## src/rtl/meep_axi_pkg.sv

```systemverilog
// Shared AXI4 definitions for the MEEP memory-path gate: default widths,
// burst/response encodings and the outstanding-counter width helper.
package meep_axi_pkg;

    localparam int DEF_ID_W   = 6;
    localparam int DEF_ADDR_W = 64;
    localparam int DEF_DATA_W = 256;
    localparam int DEF_USER_W = 11;

    typedef enum logic [1:0] {
        BURST_FIXED = 2'b00,
        BURST_INCR  = 2'b01,
        BURST_WRAP  = 2'b10
    } axi_burst_e;

    typedef enum logic [1:0] {
        RESP_OKAY   = 2'b00,
        RESP_EXOKAY = 2'b01,
        RESP_SLVERR = 2'b10,
        RESP_DECERR = 2'b11
    } axi_resp_e;

    // Wide enough to hold every value from 0 up to and including max.
    function automatic int cnt_width(input int max);
        return $clog2(max + 1);
    endfunction

endpackage

```

## src/rtl/meep_mem_axi_gate_if.sv

```systemverilog
// AXI4 bundle (all five channels, full payload) with master/slave views.
interface meep_mem_axi_gate_if #(
    parameter int ID_W   = 6,
    parameter int ADDR_W = 64,
    parameter int DATA_W = 256,
    parameter int USER_W = 11
);
    logic [ID_W-1:0]     awid;
    logic [ADDR_W-1:0]   awaddr;
    logic [7:0]          awlen;
    logic [2:0]          awsize;
    logic [1:0]          awburst;
    logic                awlock;
    logic [3:0]          awcache;
    logic [2:0]          awprot;
    logic [3:0]          awqos;
    logic [3:0]          awregion;
    logic [USER_W-1:0]   awuser;
    logic                awvalid;
    logic                awready;

    logic [ID_W-1:0]     wid;
    logic [DATA_W-1:0]   wdata;
    logic [DATA_W/8-1:0] wstrb;
    logic                wlast;
    logic [USER_W-1:0]   wuser;
    logic                wvalid;
    logic                wready;

    logic [ID_W-1:0]     bid;
    logic [1:0]          bresp;
    logic [USER_W-1:0]   buser;
    logic                bvalid;
    logic                bready;

    logic [ID_W-1:0]     arid;
    logic [ADDR_W-1:0]   araddr;
    logic [7:0]          arlen;
    logic [2:0]          arsize;
    logic [1:0]          arburst;
    logic                arlock;
    logic [3:0]          arcache;
    logic [2:0]          arprot;
    logic [3:0]          arqos;
    logic [3:0]          arregion;
    logic [USER_W-1:0]   aruser;
    logic                arvalid;
    logic                arready;

    logic [ID_W-1:0]     rid;
    logic [DATA_W-1:0]   rdata;
    logic [1:0]          rresp;
    logic                rlast;
    logic [USER_W-1:0]   ruser;
    logic                rvalid;
    logic                rready;

    modport master (
        output awid, awaddr, awlen, awsize, awburst, awlock, awcache, awprot,
               awqos, awregion, awuser, awvalid,
        input  awready,
        output wid, wdata, wstrb, wlast, wuser, wvalid,
        input  wready,
        input  bid, bresp, buser, bvalid,
        output bready,
        output arid, araddr, arlen, arsize, arburst, arlock, arcache, arprot,
               arqos, arregion, aruser, arvalid,
        input  arready,
        input  rid, rdata, rresp, rlast, ruser, rvalid,
        output rready
    );

    modport slave (
        input  awid, awaddr, awlen, awsize, awburst, awlock, awcache, awprot,
               awqos, awregion, awuser, awvalid,
        output awready,
        input  wid, wdata, wstrb, wlast, wuser, wvalid,
        output wready,
        output bid, bresp, buser, bvalid,
        input  bready,
        input  arid, araddr, arlen, arsize, arburst, arlock, arcache, arprot,
               arqos, arregion, aruser, arvalid,
        output arready,
        output rid, rdata, rresp, rlast, ruser, rvalid,
        input  rready
    );

endinterface

```

## src/rtl/meep_axi_txn_counter.sv

```systemverilog
// Saturating up/down transaction counter; a simultaneous inc and dec cancel.
module meep_axi_txn_counter #(
    parameter int MAX   = 16,
    parameter int CNT_W = $clog2(MAX + 1)
) (
    input  logic             clk,
    input  logic             rst,
    input  logic             inc,
    input  logic             dec,
    output logic [CNT_W-1:0] cnt,
    output logic             full,
    output logic             zero,
    output logic             underflow
);

    assign full      = (cnt == CNT_W'(MAX));
    assign zero      = (cnt == '0);
    // A lone decrement with nothing counted is a response without a request.
    assign underflow = dec & ~inc & zero;

    always_ff @(posedge clk or posedge rst) begin
        if (rst) begin
            cnt <= '0;
        end else if (inc && !dec && !full) begin
            cnt <= cnt + CNT_W'(1);
        end else if (dec && !inc && !zero) begin
            cnt <= cnt - CNT_W'(1);
        end
    end

endmodule

```

## src/rtl/meep_mem_axi_gate.sv

```systemverilog
// AXI4 gate in front of the memory controller: holds traffic until calibration,
// bounds outstanding reads/writes, orders W behind AW and supports draining.
module meep_mem_axi_gate
    import meep_axi_pkg::*;
#(
    parameter int ID_W            = DEF_ID_W,
    parameter int ADDR_W          = DEF_ADDR_W,
    parameter int DATA_W          = DEF_DATA_W,
    parameter int USER_W          = DEF_USER_W,
    parameter int MAX_OUTSTANDING = 16,
    parameter int CNT_W           = cnt_width(MAX_OUTSTANDING)
) (
    input  logic                     clk,
    input  logic                     rst,
    input  logic                     mem_calib_complete,
    input  logic                     drain_req,
    output logic                     drain_ack,
    output logic [CNT_W-1:0]         rd_outstanding,
    output logic [CNT_W-1:0]         wr_outstanding,
    output logic                     resp_err,
    meep_mem_axi_gate_if.slave       s_axi,
    meep_mem_axi_gate_if.master      m_axi
);

    logic open_q;
    logic ar_commit;
    logic aw_commit;

    logic             rd_full, rd_zero, rd_underflow;
    logic             wr_full, wr_zero, wr_underflow;
    logic             wpend_zero;
    logic [CNT_W-1:0] wpend_cnt_unused;
    logic             wpend_full_unused;
    logic             wpend_underflow_unused;

    logic ar_allow, aw_allow, w_allow;
    logic ar_hs, aw_hs, w_last_hs, r_last_hs, b_hs;

    // A committed valid stays allowed so nothing presented downstream is withdrawn.
    assign ar_allow = open_q & ~rd_full & (~drain_req | ar_commit);
    assign aw_allow = open_q & ~wr_full & (~drain_req | aw_commit);
    assign w_allow  = ~wpend_zero;

    assign m_axi.arvalid = s_axi.arvalid & ar_allow;
    assign s_axi.arready = m_axi.arready & ar_allow;
    assign m_axi.awvalid = s_axi.awvalid & aw_allow;
    assign s_axi.awready = m_axi.awready & aw_allow;
    assign m_axi.wvalid  = s_axi.wvalid & w_allow;
    assign s_axi.wready  = m_axi.wready & w_allow;

    assign ar_hs     = m_axi.arvalid & m_axi.arready;
    assign aw_hs     = m_axi.awvalid & m_axi.awready;
    assign w_last_hs = m_axi.wvalid & m_axi.wready & s_axi.wlast;
    assign r_last_hs = m_axi.rvalid & s_axi.rready & m_axi.rlast;
    assign b_hs      = m_axi.bvalid & s_axi.bready;

    assign m_axi.awid     = ID_W'(s_axi.awid);
    assign m_axi.awaddr   = ADDR_W'(s_axi.awaddr);
    assign m_axi.awlen    = s_axi.awlen;
    assign m_axi.awsize   = s_axi.awsize;
    assign m_axi.awburst  = s_axi.awburst;
    assign m_axi.awlock   = s_axi.awlock;
    assign m_axi.awcache  = s_axi.awcache;
    assign m_axi.awprot   = s_axi.awprot;
    assign m_axi.awqos    = s_axi.awqos;
    assign m_axi.awregion = s_axi.awregion;
    assign m_axi.awuser   = USER_W'(s_axi.awuser);

    assign m_axi.wid      = ID_W'(s_axi.wid);
    assign m_axi.wdata    = DATA_W'(s_axi.wdata);
    assign m_axi.wstrb    = (DATA_W/8)'(s_axi.wstrb);
    assign m_axi.wlast    = s_axi.wlast;
    assign m_axi.wuser    = USER_W'(s_axi.wuser);

    assign m_axi.arid     = ID_W'(s_axi.arid);
    assign m_axi.araddr   = ADDR_W'(s_axi.araddr);
    assign m_axi.arlen    = s_axi.arlen;
    assign m_axi.arsize   = s_axi.arsize;
    assign m_axi.arburst  = s_axi.arburst;
    assign m_axi.arlock   = s_axi.arlock;
    assign m_axi.arcache  = s_axi.arcache;
    assign m_axi.arprot   = s_axi.arprot;
    assign m_axi.arqos    = s_axi.arqos;
    assign m_axi.arregion = s_axi.arregion;
    assign m_axi.aruser   = USER_W'(s_axi.aruser);

    assign s_axi.rid      = ID_W'(m_axi.rid);
    assign s_axi.rdata    = DATA_W'(m_axi.rdata);
    assign s_axi.rresp    = m_axi.rresp;
    assign s_axi.rlast    = m_axi.rlast;
    assign s_axi.ruser    = USER_W'(m_axi.ruser);
    assign s_axi.rvalid   = m_axi.rvalid;
    assign m_axi.rready   = s_axi.rready;

    assign s_axi.bid      = ID_W'(m_axi.bid);
    assign s_axi.bresp    = m_axi.bresp;
    assign s_axi.buser    = USER_W'(m_axi.buser);
    assign s_axi.bvalid   = m_axi.bvalid;
    assign m_axi.bready   = s_axi.bready;

    meep_axi_txn_counter #(.MAX(MAX_OUTSTANDING), .CNT_W(CNT_W)) u_rd_cnt (
        .clk       (clk),
        .rst       (rst),
        .inc       (ar_hs),
        .dec       (r_last_hs),
        .cnt       (rd_outstanding),
        .full      (rd_full),
        .zero      (rd_zero),
        .underflow (rd_underflow)
    );

    meep_axi_txn_counter #(.MAX(MAX_OUTSTANDING), .CNT_W(CNT_W)) u_wr_cnt (
        .clk       (clk),
        .rst       (rst),
        .inc       (aw_hs),
        .dec       (b_hs),
        .cnt       (wr_outstanding),
        .full      (wr_full),
        .zero      (wr_zero),
        .underflow (wr_underflow)
    );

    meep_axi_txn_counter #(.MAX(MAX_OUTSTANDING), .CNT_W(CNT_W)) u_wpend_cnt (
        .clk       (clk),
        .rst       (rst),
        .inc       (aw_hs),
        .dec       (w_last_hs),
        .cnt       (wpend_cnt_unused),
        .full      (wpend_full_unused),
        .zero      (wpend_zero),
        .underflow (wpend_underflow_unused)
    );

    // open_q latches calibration once; a later calib drop does not close the gate.
    always_ff @(posedge clk or posedge rst) begin
        if (rst) begin
            open_q    <= 1'b0;
            ar_commit <= 1'b0;
            aw_commit <= 1'b0;
            drain_ack <= 1'b0;
            resp_err  <= 1'b0;
        end else begin
            open_q <= open_q | mem_calib_complete;

            if (ar_hs) begin
                ar_commit <= 1'b0;
            end else if (m_axi.arvalid) begin
                ar_commit <= 1'b1;
            end

            if (aw_hs) begin
                aw_commit <= 1'b0;
            end else if (m_axi.awvalid) begin
                aw_commit <= 1'b1;
            end

            drain_ack <= drain_req & rd_zero & wr_zero & wpend_zero
                         & ~ar_commit & ~aw_commit;
            resp_err  <= resp_err | rd_underflow | wr_underflow;
        end
    end

endmodule

```

## src/flat_wrapper.sv

```systemverilog
// flat-port wrapper written by rule: the top's interface ports become plain ports
module meep_mem_axi_gate_flat import meep_axi_pkg::*;
#(
    parameter int ID_W            = DEF_ID_W,
    parameter int ADDR_W          = DEF_ADDR_W,
    parameter int DATA_W          = DEF_DATA_W,
    parameter int USER_W          = DEF_USER_W,
    parameter int MAX_OUTSTANDING = 16,
    parameter int CNT_W           = cnt_width(MAX_OUTSTANDING)
)
  (clk, rst, mem_calib_complete, drain_req, drain_ack, rd_outstanding, wr_outstanding, resp_err, s_axi_awid, s_axi_awaddr, s_axi_awlen, s_axi_awsize, s_axi_awburst, s_axi_awlock, s_axi_awcache, s_axi_awprot, s_axi_awqos, s_axi_awregion, s_axi_awuser, s_axi_awvalid, s_axi_awready, s_axi_wid, s_axi_wdata, s_axi_wstrb, s_axi_wlast, s_axi_wuser, s_axi_wvalid, s_axi_wready, s_axi_bid, s_axi_bresp, s_axi_buser, s_axi_bvalid, s_axi_bready, s_axi_arid, s_axi_araddr, s_axi_arlen, s_axi_arsize, s_axi_arburst, s_axi_arlock, s_axi_arcache, s_axi_arprot, s_axi_arqos, s_axi_arregion, s_axi_aruser, s_axi_arvalid, s_axi_arready, s_axi_rid, s_axi_rdata, s_axi_rresp, s_axi_rlast, s_axi_ruser, s_axi_rvalid, s_axi_rready, m_axi_awid, m_axi_awaddr, m_axi_awlen, m_axi_awsize, m_axi_awburst, m_axi_awlock, m_axi_awcache, m_axi_awprot, m_axi_awqos, m_axi_awregion, m_axi_awuser, m_axi_awvalid, m_axi_awready, m_axi_wid, m_axi_wdata, m_axi_wstrb, m_axi_wlast, m_axi_wuser, m_axi_wvalid, m_axi_wready, m_axi_bid, m_axi_bresp, m_axi_buser, m_axi_bvalid, m_axi_bready, m_axi_arid, m_axi_araddr, m_axi_arlen, m_axi_arsize, m_axi_arburst, m_axi_arlock, m_axi_arcache, m_axi_arprot, m_axi_arqos, m_axi_arregion, m_axi_aruser, m_axi_arvalid, m_axi_arready, m_axi_rid, m_axi_rdata, m_axi_rresp, m_axi_rlast, m_axi_ruser, m_axi_rvalid, m_axi_rready);
  meep_mem_axi_gate_if #(.ID_W(ID_W), .ADDR_W(ADDR_W), .DATA_W(DATA_W), .USER_W(USER_W)) s_axi_i ();
  meep_mem_axi_gate_if #(.ID_W(ID_W), .ADDR_W(ADDR_W), .DATA_W(DATA_W), .USER_W(USER_W)) m_axi_i ();
  input  logic clk;
  input  logic rst;
  input  logic mem_calib_complete;
  input  logic drain_req;
  output logic drain_ack;
  output logic [CNT_W-1:0] rd_outstanding;
  output logic [CNT_W-1:0] wr_outstanding;
  output logic resp_err;
  input wire logic [$bits(s_axi_i.awid)-1:0] s_axi_awid;
  input wire logic [$bits(s_axi_i.awaddr)-1:0] s_axi_awaddr;
  input wire logic [$bits(s_axi_i.awlen)-1:0] s_axi_awlen;
  input wire logic [$bits(s_axi_i.awsize)-1:0] s_axi_awsize;
  input wire logic [$bits(s_axi_i.awburst)-1:0] s_axi_awburst;
  input wire logic [$bits(s_axi_i.awlock)-1:0] s_axi_awlock;
  input wire logic [$bits(s_axi_i.awcache)-1:0] s_axi_awcache;
  input wire logic [$bits(s_axi_i.awprot)-1:0] s_axi_awprot;
  input wire logic [$bits(s_axi_i.awqos)-1:0] s_axi_awqos;
  input wire logic [$bits(s_axi_i.awregion)-1:0] s_axi_awregion;
  input wire logic [$bits(s_axi_i.awuser)-1:0] s_axi_awuser;
  input wire logic [$bits(s_axi_i.awvalid)-1:0] s_axi_awvalid;
  output wire logic [$bits(s_axi_i.awready)-1:0] s_axi_awready;
  input wire logic [$bits(s_axi_i.wid)-1:0] s_axi_wid;
  input wire logic [$bits(s_axi_i.wdata)-1:0] s_axi_wdata;
  input wire logic [$bits(s_axi_i.wstrb)-1:0] s_axi_wstrb;
  input wire logic [$bits(s_axi_i.wlast)-1:0] s_axi_wlast;
  input wire logic [$bits(s_axi_i.wuser)-1:0] s_axi_wuser;
  input wire logic [$bits(s_axi_i.wvalid)-1:0] s_axi_wvalid;
  output wire logic [$bits(s_axi_i.wready)-1:0] s_axi_wready;
  output wire logic [$bits(s_axi_i.bid)-1:0] s_axi_bid;
  output wire logic [$bits(s_axi_i.bresp)-1:0] s_axi_bresp;
  output wire logic [$bits(s_axi_i.buser)-1:0] s_axi_buser;
  output wire logic [$bits(s_axi_i.bvalid)-1:0] s_axi_bvalid;
  input wire logic [$bits(s_axi_i.bready)-1:0] s_axi_bready;
  input wire logic [$bits(s_axi_i.arid)-1:0] s_axi_arid;
  input wire logic [$bits(s_axi_i.araddr)-1:0] s_axi_araddr;
  input wire logic [$bits(s_axi_i.arlen)-1:0] s_axi_arlen;
  input wire logic [$bits(s_axi_i.arsize)-1:0] s_axi_arsize;
  input wire logic [$bits(s_axi_i.arburst)-1:0] s_axi_arburst;
  input wire logic [$bits(s_axi_i.arlock)-1:0] s_axi_arlock;
  input wire logic [$bits(s_axi_i.arcache)-1:0] s_axi_arcache;
  input wire logic [$bits(s_axi_i.arprot)-1:0] s_axi_arprot;
  input wire logic [$bits(s_axi_i.arqos)-1:0] s_axi_arqos;
  input wire logic [$bits(s_axi_i.arregion)-1:0] s_axi_arregion;
  input wire logic [$bits(s_axi_i.aruser)-1:0] s_axi_aruser;
  input wire logic [$bits(s_axi_i.arvalid)-1:0] s_axi_arvalid;
  output wire logic [$bits(s_axi_i.arready)-1:0] s_axi_arready;
  output wire logic [$bits(s_axi_i.rid)-1:0] s_axi_rid;
  output wire logic [$bits(s_axi_i.rdata)-1:0] s_axi_rdata;
  output wire logic [$bits(s_axi_i.rresp)-1:0] s_axi_rresp;
  output wire logic [$bits(s_axi_i.rlast)-1:0] s_axi_rlast;
  output wire logic [$bits(s_axi_i.ruser)-1:0] s_axi_ruser;
  output wire logic [$bits(s_axi_i.rvalid)-1:0] s_axi_rvalid;
  input wire logic [$bits(s_axi_i.rready)-1:0] s_axi_rready;
  output wire logic [$bits(m_axi_i.awid)-1:0] m_axi_awid;
  output wire logic [$bits(m_axi_i.awaddr)-1:0] m_axi_awaddr;
  output wire logic [$bits(m_axi_i.awlen)-1:0] m_axi_awlen;
  output wire logic [$bits(m_axi_i.awsize)-1:0] m_axi_awsize;
  output wire logic [$bits(m_axi_i.awburst)-1:0] m_axi_awburst;
  output wire logic [$bits(m_axi_i.awlock)-1:0] m_axi_awlock;
  output wire logic [$bits(m_axi_i.awcache)-1:0] m_axi_awcache;
  output wire logic [$bits(m_axi_i.awprot)-1:0] m_axi_awprot;
  output wire logic [$bits(m_axi_i.awqos)-1:0] m_axi_awqos;
  output wire logic [$bits(m_axi_i.awregion)-1:0] m_axi_awregion;
  output wire logic [$bits(m_axi_i.awuser)-1:0] m_axi_awuser;
  output wire logic [$bits(m_axi_i.awvalid)-1:0] m_axi_awvalid;
  input wire logic [$bits(m_axi_i.awready)-1:0] m_axi_awready;
  output wire logic [$bits(m_axi_i.wid)-1:0] m_axi_wid;
  output wire logic [$bits(m_axi_i.wdata)-1:0] m_axi_wdata;
  output wire logic [$bits(m_axi_i.wstrb)-1:0] m_axi_wstrb;
  output wire logic [$bits(m_axi_i.wlast)-1:0] m_axi_wlast;
  output wire logic [$bits(m_axi_i.wuser)-1:0] m_axi_wuser;
  output wire logic [$bits(m_axi_i.wvalid)-1:0] m_axi_wvalid;
  input wire logic [$bits(m_axi_i.wready)-1:0] m_axi_wready;
  input wire logic [$bits(m_axi_i.bid)-1:0] m_axi_bid;
  input wire logic [$bits(m_axi_i.bresp)-1:0] m_axi_bresp;
  input wire logic [$bits(m_axi_i.buser)-1:0] m_axi_buser;
  input wire logic [$bits(m_axi_i.bvalid)-1:0] m_axi_bvalid;
  output wire logic [$bits(m_axi_i.bready)-1:0] m_axi_bready;
  output wire logic [$bits(m_axi_i.arid)-1:0] m_axi_arid;
  output wire logic [$bits(m_axi_i.araddr)-1:0] m_axi_araddr;
  output wire logic [$bits(m_axi_i.arlen)-1:0] m_axi_arlen;
  output wire logic [$bits(m_axi_i.arsize)-1:0] m_axi_arsize;
  output wire logic [$bits(m_axi_i.arburst)-1:0] m_axi_arburst;
  output wire logic [$bits(m_axi_i.arlock)-1:0] m_axi_arlock;
  output wire logic [$bits(m_axi_i.arcache)-1:0] m_axi_arcache;
  output wire logic [$bits(m_axi_i.arprot)-1:0] m_axi_arprot;
  output wire logic [$bits(m_axi_i.arqos)-1:0] m_axi_arqos;
  output wire logic [$bits(m_axi_i.arregion)-1:0] m_axi_arregion;
  output wire logic [$bits(m_axi_i.aruser)-1:0] m_axi_aruser;
  output wire logic [$bits(m_axi_i.arvalid)-1:0] m_axi_arvalid;
  input wire logic [$bits(m_axi_i.arready)-1:0] m_axi_arready;
  input wire logic [$bits(m_axi_i.rid)-1:0] m_axi_rid;
  input wire logic [$bits(m_axi_i.rdata)-1:0] m_axi_rdata;
  input wire logic [$bits(m_axi_i.rresp)-1:0] m_axi_rresp;
  input wire logic [$bits(m_axi_i.rlast)-1:0] m_axi_rlast;
  input wire logic [$bits(m_axi_i.ruser)-1:0] m_axi_ruser;
  input wire logic [$bits(m_axi_i.rvalid)-1:0] m_axi_rvalid;
  output wire logic [$bits(m_axi_i.rready)-1:0] m_axi_rready;
  assign s_axi_i.awid = s_axi_awid;
  assign s_axi_i.awaddr = s_axi_awaddr;
  assign s_axi_i.awlen = s_axi_awlen;
  assign s_axi_i.awsize = s_axi_awsize;
  assign s_axi_i.awburst = s_axi_awburst;
  assign s_axi_i.awlock = s_axi_awlock;
  assign s_axi_i.awcache = s_axi_awcache;
  assign s_axi_i.awprot = s_axi_awprot;
  assign s_axi_i.awqos = s_axi_awqos;
  assign s_axi_i.awregion = s_axi_awregion;
  assign s_axi_i.awuser = s_axi_awuser;
  assign s_axi_i.awvalid = s_axi_awvalid;
  assign s_axi_awready = s_axi_i.awready;
  assign s_axi_i.wid = s_axi_wid;
  assign s_axi_i.wdata = s_axi_wdata;
  assign s_axi_i.wstrb = s_axi_wstrb;
  assign s_axi_i.wlast = s_axi_wlast;
  assign s_axi_i.wuser = s_axi_wuser;
  assign s_axi_i.wvalid = s_axi_wvalid;
  assign s_axi_wready = s_axi_i.wready;
  assign s_axi_bid = s_axi_i.bid;
  assign s_axi_bresp = s_axi_i.bresp;
  assign s_axi_buser = s_axi_i.buser;
  assign s_axi_bvalid = s_axi_i.bvalid;
  assign s_axi_i.bready = s_axi_bready;
  assign s_axi_i.arid = s_axi_arid;
  assign s_axi_i.araddr = s_axi_araddr;
  assign s_axi_i.arlen = s_axi_arlen;
  assign s_axi_i.arsize = s_axi_arsize;
  assign s_axi_i.arburst = s_axi_arburst;
  assign s_axi_i.arlock = s_axi_arlock;
  assign s_axi_i.arcache = s_axi_arcache;
  assign s_axi_i.arprot = s_axi_arprot;
  assign s_axi_i.arqos = s_axi_arqos;
  assign s_axi_i.arregion = s_axi_arregion;
  assign s_axi_i.aruser = s_axi_aruser;
  assign s_axi_i.arvalid = s_axi_arvalid;
  assign s_axi_arready = s_axi_i.arready;
  assign s_axi_rid = s_axi_i.rid;
  assign s_axi_rdata = s_axi_i.rdata;
  assign s_axi_rresp = s_axi_i.rresp;
  assign s_axi_rlast = s_axi_i.rlast;
  assign s_axi_ruser = s_axi_i.ruser;
  assign s_axi_rvalid = s_axi_i.rvalid;
  assign s_axi_i.rready = s_axi_rready;
  assign m_axi_awid = m_axi_i.awid;
  assign m_axi_awaddr = m_axi_i.awaddr;
  assign m_axi_awlen = m_axi_i.awlen;
  assign m_axi_awsize = m_axi_i.awsize;
  assign m_axi_awburst = m_axi_i.awburst;
  assign m_axi_awlock = m_axi_i.awlock;
  assign m_axi_awcache = m_axi_i.awcache;
  assign m_axi_awprot = m_axi_i.awprot;
  assign m_axi_awqos = m_axi_i.awqos;
  assign m_axi_awregion = m_axi_i.awregion;
  assign m_axi_awuser = m_axi_i.awuser;
  assign m_axi_awvalid = m_axi_i.awvalid;
  assign m_axi_i.awready = m_axi_awready;
  assign m_axi_wid = m_axi_i.wid;
  assign m_axi_wdata = m_axi_i.wdata;
  assign m_axi_wstrb = m_axi_i.wstrb;
  assign m_axi_wlast = m_axi_i.wlast;
  assign m_axi_wuser = m_axi_i.wuser;
  assign m_axi_wvalid = m_axi_i.wvalid;
  assign m_axi_i.wready = m_axi_wready;
  assign m_axi_i.bid = m_axi_bid;
  assign m_axi_i.bresp = m_axi_bresp;
  assign m_axi_i.buser = m_axi_buser;
  assign m_axi_i.bvalid = m_axi_bvalid;
  assign m_axi_bready = m_axi_i.bready;
  assign m_axi_arid = m_axi_i.arid;
  assign m_axi_araddr = m_axi_i.araddr;
  assign m_axi_arlen = m_axi_i.arlen;
  assign m_axi_arsize = m_axi_i.arsize;
  assign m_axi_arburst = m_axi_i.arburst;
  assign m_axi_arlock = m_axi_i.arlock;
  assign m_axi_arcache = m_axi_i.arcache;
  assign m_axi_arprot = m_axi_i.arprot;
  assign m_axi_arqos = m_axi_i.arqos;
  assign m_axi_arregion = m_axi_i.arregion;
  assign m_axi_aruser = m_axi_i.aruser;
  assign m_axi_arvalid = m_axi_i.arvalid;
  assign m_axi_i.arready = m_axi_arready;
  assign m_axi_i.rid = m_axi_rid;
  assign m_axi_i.rdata = m_axi_rdata;
  assign m_axi_i.rresp = m_axi_rresp;
  assign m_axi_i.rlast = m_axi_rlast;
  assign m_axi_i.ruser = m_axi_ruser;
  assign m_axi_i.rvalid = m_axi_rvalid;
  assign m_axi_rready = m_axi_i.rready;
  meep_mem_axi_gate #(.ID_W(ID_W), .ADDR_W(ADDR_W), .DATA_W(DATA_W), .USER_W(USER_W), .MAX_OUTSTANDING(MAX_OUTSTANDING), .CNT_W(CNT_W)) u_core (.clk(clk), .rst(rst), .mem_calib_complete(mem_calib_complete), .drain_req(drain_req), .drain_ack(drain_ack), .rd_outstanding(rd_outstanding), .wr_outstanding(wr_outstanding), .resp_err(resp_err), .s_axi(s_axi_i), .m_axi(m_axi_i));
endmodule
```

## config.mk

```make
export PLATFORM = sky130hd
export DESIGN_NAME = meep_mem_axi_gate_flat
export DESIGN_NICKNAME = d
export VERILOG_FILES = /design/src/rtl/meep_axi_pkg.sv /design/src/rtl/meep_mem_axi_gate_if.sv /design/src/rtl/meep_axi_txn_counter.sv /design/src/rtl/meep_mem_axi_gate.sv /design/src/flat_wrapper.sv
export SDC_FILE = /design/constraint.sdc
export NUM_CORES = 1
export LEC_CHECK = 0
export ABC_AREA = 1
export BUFFER_PORTS_ARGS = -buffer_cell sky130_fd_sc_hd__buf_2
export CORE_AREA = 2 2 656 658
export DETAILED_ROUTE_END_ITERATION = 8
export DIE_AREA = 0 0 658 660
export GPL_ROUTABILITY_DRIVEN = 0
export PLACE_DENSITY = 0.3
export SETUP_SLACK_MARGIN = 0.4
export SYNTH_ARGS = -nofsm -noshare
export SYNTH_HDL_FRONTEND = slang
export SYNTH_HIERARCHICAL = 1
export SYNTH_SLANG_ARGS = --single-unit
export TNS_END_PERCENT = 1
```

## constraint.sdc

```tcl
create_clock -name clk -period 3.4 [get_ports clk]
set_input_delay 0.51 -clock clk [delete_from_list [all_inputs] [get_ports clk]]
set_output_delay 0.51 -clock clk [all_outputs]
set_load 0.1 [all_outputs]
```

==> metrics.txt, run 1 <==
Critical Path Start u_core/u_wpend_cnt/cnt[0]; Sw Ratio 65.4%; Power Density 294 mW/mm^2; Pwr Total 2.68 mW; Slew headroom between 40% and 50%; vias per cell a little under 0.7; crit path DAT approximately 2.9 ns; first-pass GRT wire length 317000 um; status finished clean; YS warnings 6; met2 Use GR 23.2%; Worst path max stage delay 0.48 ns; core region area about 0.43 sq mm; Worst R2R Start u_core/u_wpend_cnt/cnt[0]; initial DRC count 230; M3 GR Usage a little over a quarter; GRT Util Overall 13.6%; Post-Route WL just over 300000 um; largest net degree at the start of global routing 12; setup bufs post-CTS 0; Routed Antenna Nets 0; CTS H-tree lvls 1; drc violations 0; # IOs 1678; fmax 0.369 GHz; Leak 1.14 nW; min Tclk post-route 2.71 ns; cell-internal power 0.930 mW; CP cell instances nor2_4, nand3_2, inv_1, nor2_2, and3_1, nor2_4, nand2_4, fa_1, inv_1, nor2_1, nor2_1, nand3_1, nand2_1, nand2_1, nand2_1; global routing's busiest layer met3; Clock Latency Late Sink 0.27 ns; Clock transition at path regs around 0.060 ns; Max Root-Sink Buffers 2; CP Data Required Time approximately 3.6 ns; die area 0.434 sq mm; startpoint types flip-flop; Fin. Hold Viols 0; post-synth net total 1890; die width 658 um; pins over their slew limit 0; switching pwr between 1.5 and 2 mW; RSZ-0062 raised after global routing no; Reg2Reg Depth 15; CTS tree done; Setup TNS Final 0 ns; Worst setup EP type flip-flop; total gr overflow 0; sequential power share 19.5%; mapped cell area 0.00790 sq mm; clk root buf clkbuf_16; hpwl dp around 300000 um; Mapped Cells roughly 1.0k; row count 240; DR vias about 4.1k; GR met1 Demand/Resource about 2.2%; clock sinks 20; CP most frequent cell nand2_1; critical path class flip-flop to flip-flop; fill count 51.0k; final period utilization 79.6%; Comb power frac between 60% and 70%; Nets roughly 1.1k; vias in the first global route 3774; WL/cell 51.3 um; Tightest Pin Transition 0.866 ns; Final Skew 0.00539 ns; syn avg cell area 7.57 sq um; power share of the clock group around a tenth; Starting Density 1.85%; area grow syn2layout 15.5%; antenna violations before repair 14; Max Cap Violations 0; total CTS buffers 3; CP max FO 9; storage element area ~500 sq um; first-pass iteration count of the detailed router 5; Slowest-stage cell, CP dfrtp_1; Hold Crit Class input port to asynchronous set/reset pin; Max VDD drop 0.000191 V; multi-input logic area 0.00107 sq mm; die height between 600 and 700 um; share of layout cells above drive strength 1 31.4%; final setup fails 0; PortBufs 39
## cell type report
cell class,instances,share of cell area (%)
tap,5687,78.0
timing repair buffer,39,2.14
antenna,5,0.137
clock buffer,4,0.974
multi-input combinational,161,11.7
inverter,37,1.52
sequential,20,5.49
## worst max-delay path: cells and delay by family, from the launching register on
family	cells	cell delay [ns]
buffers and inverters	2	0.34
adders and majority gates	1	0.44
DFF	1	0.48
and+or+nand+nor	12	1.39
## cell usage in the layout, fill, tap and decap left out, drive strengths merged
master / n
nand3b: 3
ha: 9
clkbuf: 4
nand3: 41
nor2: 27
or2: 1
a21oi: 3
fa: 3
inv: 37
and3: 2
diode: 5
buf: 39
nand4: 3
or3: 1
nor3: 2
dfrtp: 20
nand2: 63
xor2: 3
## stage by stage
step           utilization (%)  cells  setup slack [ns]  hold slack, ns  area (sq um)
4_1_cts                   2.13   5948             0.572           0.204          9110
2_1_floorplan                -   1043             0.117           0.289          7900
5_1_grt                   2.14   5949             0.427           0.218          9110
3_3_place_gp              2.11   5944             0.584           0.466          9020
3_5_place_dp              2.11   5944             0.584           0.466          9020
6_report                  2.14   5953             0.694           0.200          9120
## flip-flops by register name, indices dropped and copies added, names as in the netlist
register                flops
u_core/u_rd_cnt/cnt         5
u_core/u_wpend_cnt/cnt      5
u_core/open_q               1
u_core/u_wr_cnt/cnt         5
u_core/ar_commit            1
u_core/resp_err             1
u_core/drain_ack            1
u_core/aw_commit            1
## worst paths after layout
kind                                        endpoint  slack [ns]
max in group asynchronous  u_core/u_wpend_cnt/cnt[1]        2.97
max                        u_core/u_wpend_cnt/cnt[4]        0.69
max reg2reg                u_core/u_wpend_cnt/cnt[4]        0.69
min in group clk                       u_core/open_q        0.46
min                           u_core/u_rd_cnt/cnt[2]        0.20
min reg2reg                         u_core/ar_commit        0.48
## routing by layer
| layer | wire, um | up-vias |
|---|---|---|
| met5 | 590 | - |
| met4 | 13400 | 16 |
| met3 | 127000 | 307 |
| met2 | 146000 | 1849 |
| met1 | 17800 | 1098 |
| li1 | - | 787 |
## power groups by stage
stage	registers, mW	logic (mW)	clock network [mW]
CTS	0.528	1.96	0.298
floorplan	0.933	5.43	0
detailed placement	0.531	1.96	0
global route	0.552	2.08	0.307
finish	0.524	1.88	0.284
global placement	0.532	1.96	0
## what timing repair did
action | in CTS | in global routing
setup endpoints to repair | 0 | 3
hold buffers | 0 | 0
gates resized for setup | 0 | 1
hold endpoints to repair | 0 | 0
(Power assumes the default switching activity.)
==> inputs of run 2 (changes only) <==
- ABC_AREA: 1 -> 0
- CORE_AREA: 2 2 656 658 -> 2 2 657 659
- DIE_AREA: 0 0 658 660 -> 0 0 659 661
- clock period: 3.4 -> 2.3 ns (I/O delays scaled with it)
==> metrics.txt, run 2 <==
first-pass GRT wire length 267000 um; crit path DAT 2.76 ns; antenna violations before repair 6; largest registers u_core/u_rd_cnt/cnt: 5 flops, u_core/u_wpend_cnt/cnt: 5 flops, u_core/u_wr_cnt/cnt: 5 flops; Area after DPL roughly 0.0096 sq mm; row count roughly 240; fill count 51.2k; Worst path max stage delay 0.58 ns; vias per cell 0.664; Reg2Reg Setup Slack -0.32 ns; post-place setup slack -0.363 ns; mapped cell area between 0.007 and 0.008 sq mm; startpoint types flip-flop; Worst R2R Start u_core/u_wpend_cnt/cnt[0]; cell-internal power 1.92 mW; core region area 0.429 sq mm; critical path class flip-flop to flip-flop; hpwl dp 249000 um; sequential power share 15.8%; post-synth net total 1828; largest net degree at the start of global routing 12; Post-Route WL approximately 260000 um; Tightest Pin Transition ~0.68 ns; Worst Path Buf+Inv 0; fmax 0.381 GHz; total gr overflow 0; die height 661 um; Max VDD drop 0.000333 V; Leak approximately 1.3 nW; drc violations 0; min Tclk post-route 2.62 ns; final period utilization 114%; Mapped Cells 981; Final Skew 0.00780 ns; RSZ-0062 raised after global routing yes; Clock transition at path regs 0.07 ns; ant diodes 0; CP Data Required Time 2.44 ns; Routed Antenna Nets 0; WL/cell 43.0 um; final setup fails 13; CTS tree done; CP most frequent cell nor2b_4; # IOs 1678; Final Util 2.30%; Max Root-Sink Buffers 2; clock sinks 20; storage element area 533 sq um; power share of the clock group approximately a tenth; multi-input logic area between 0.001 and 0.0015 sq mm; area grow syn2layout 26.0%; switching pwr approximately 2.3 mW; Power Density 425 mW/mm^2; die width 659 um; clk root buf clkbuf_16; post-route setup slack -0.323 ns; worst reg2reg path endpoint u_core/u_wpend_cnt/cnt[4]; YS warnings 6; Hold Crit Class input port to asynchronous set/reset pin; die area 0.436 sq mm; design area 0.00986 sq mm; total CTS buffers 3; initial DRC count between 200 and 300; leading cell types in the layout, fill and taps excluded 52 x buf_4, 33 x buf_2, 12 x mux2i_1; Worst setup EP type flip-flop; Max Cap Violations 0; PortBufs 39; Comb power frac 73.9%; Reg2Reg Depth 10; first-pass iteration count of the detailed router 5; Fin. Hold Viols 0; Sw Ratio between 50% and 60%; status complete, but fails checks; CP top delay family simple AND/OR/NAND/NOR gates; DR vias roughly 4.0k; share of layout cells above drive strength 1 a little over three fifths; CP cell instances or4_4, nor2_8, nor2b_4, and3_4, nor2b_4, nand2_4, fa_2, a21o_1, a21oi_2, mux4_2; Starting Density 1.82%; vias in the first global route 3826; cts hold-fix bufs 0; failing checks negative setup slack; syn avg cell area between 7 and 8 sq um; pins over their slew limit 0; Slowest-stage cell, CP or4_4; Nets between 1k and 1.5k; Clock Latency Late Sink 0.27 ns; GRT Util Overall between 10% and 20%; leading cell type in the layout, fill and taps excluded buf_4; CTS H-tree lvls 1; Slew headroom 55.1%; CP max FO 4
-- run 2: routing by layer --
metal	global-route usage (%)	share of wire, %	wire [um]	vias to the layer above
met5	1.68	0.39	1010	-
met1	2.02	6.4	16400	1176
met4	3.71	4.0	10200	16
met3	23.9	45	115000	281
li1	-	-	-	789
met2	17.7	44	114000	1699
-- run 2: timing repair --
| item | in CTS | in global routing |
|---|---|---|
| endpoints found under the setup margin | 22 | 22 |
| pin swaps | 6 | 3 |
| setup buffers | 1 | 0 |
| hold endpoints to repair | 0 | 0 |
| resized for setup | 26 | 9 |
-- run 2: stage by stage --
step / TNS [ns] / std cells / total power [mW] / hold WS (ns)
finish: -2.62 / 5965 / 4.19 / 0.0379
detailed placement: -3.17 / 5960 / 3.68 / 0.345
global route: -4.68 / 5965 / 4.47 / 0.0669
global placement: -3.37 / 5960 / 3.76 / 0.357
floorplan: -5.63 / 981 / 9.36 / 0.124
CTS: -3.19 / 5965 / 4.26 / 0.0541
-- run 2: cell type report --
type | count | area share [%]
clock buffers | 4 | 0.901
inverters | 9 | 0.343
multi-input cells | 127 | 13.6
flip-flops and latches | 20 | 5.40
well taps | 5710 | 72.4
repair buffers | 95 | 7.30
-- run 2: worst reg2reg max path, delay by kind of cell (launching register included) --
kind	cells	cell delay (ns)
and+or+nand+nor	6	1.16
adders and majority gates	1	0.36
AOI/OAI and AO/OA	2	0.31
muxes	1	0.29
DFF	1	0.38
-- run 2: worst max path at each step --
stage | cells past startpoint | endpoint | start
2_1_floorplan | 11 | u_core/u_wr_cnt/cnt[4] | u_core/u_wr_cnt/cnt[3]
3_3_place_gp | 12 | u_core/u_wpend_cnt/cnt[3] | u_core/u_wr_cnt/cnt[3]
3_5_place_dp | 10 | u_core/u_wpend_cnt/cnt[4] | u_core/u_wpend_cnt/cnt[0]
4_1_cts | 12 | u_core/u_wpend_cnt/cnt[2] | u_core/u_wr_cnt/cnt[0]
5_1_grt | 11 | u_core/u_wpend_cnt/cnt[3] | u_core/u_wpend_cnt/cnt[0]
6_report | 10 | u_core/u_wpend_cnt/cnt[4] | u_core/u_wpend_cnt/cnt[0]
-- run 2: power by group through the flow --
stage	Sequential [mW]	Combinational [mW]	Clock, mW
4_1_cts	0.665	3.15	0.447
3_5_place_dp	0.672	3.01	0
6_report	0.662	3.10	0.433
5_1_grt	0.681	3.33	0.458
3_3_place_gp	0.671	3.09	0
2_1_floorplan	1.48	7.88	0
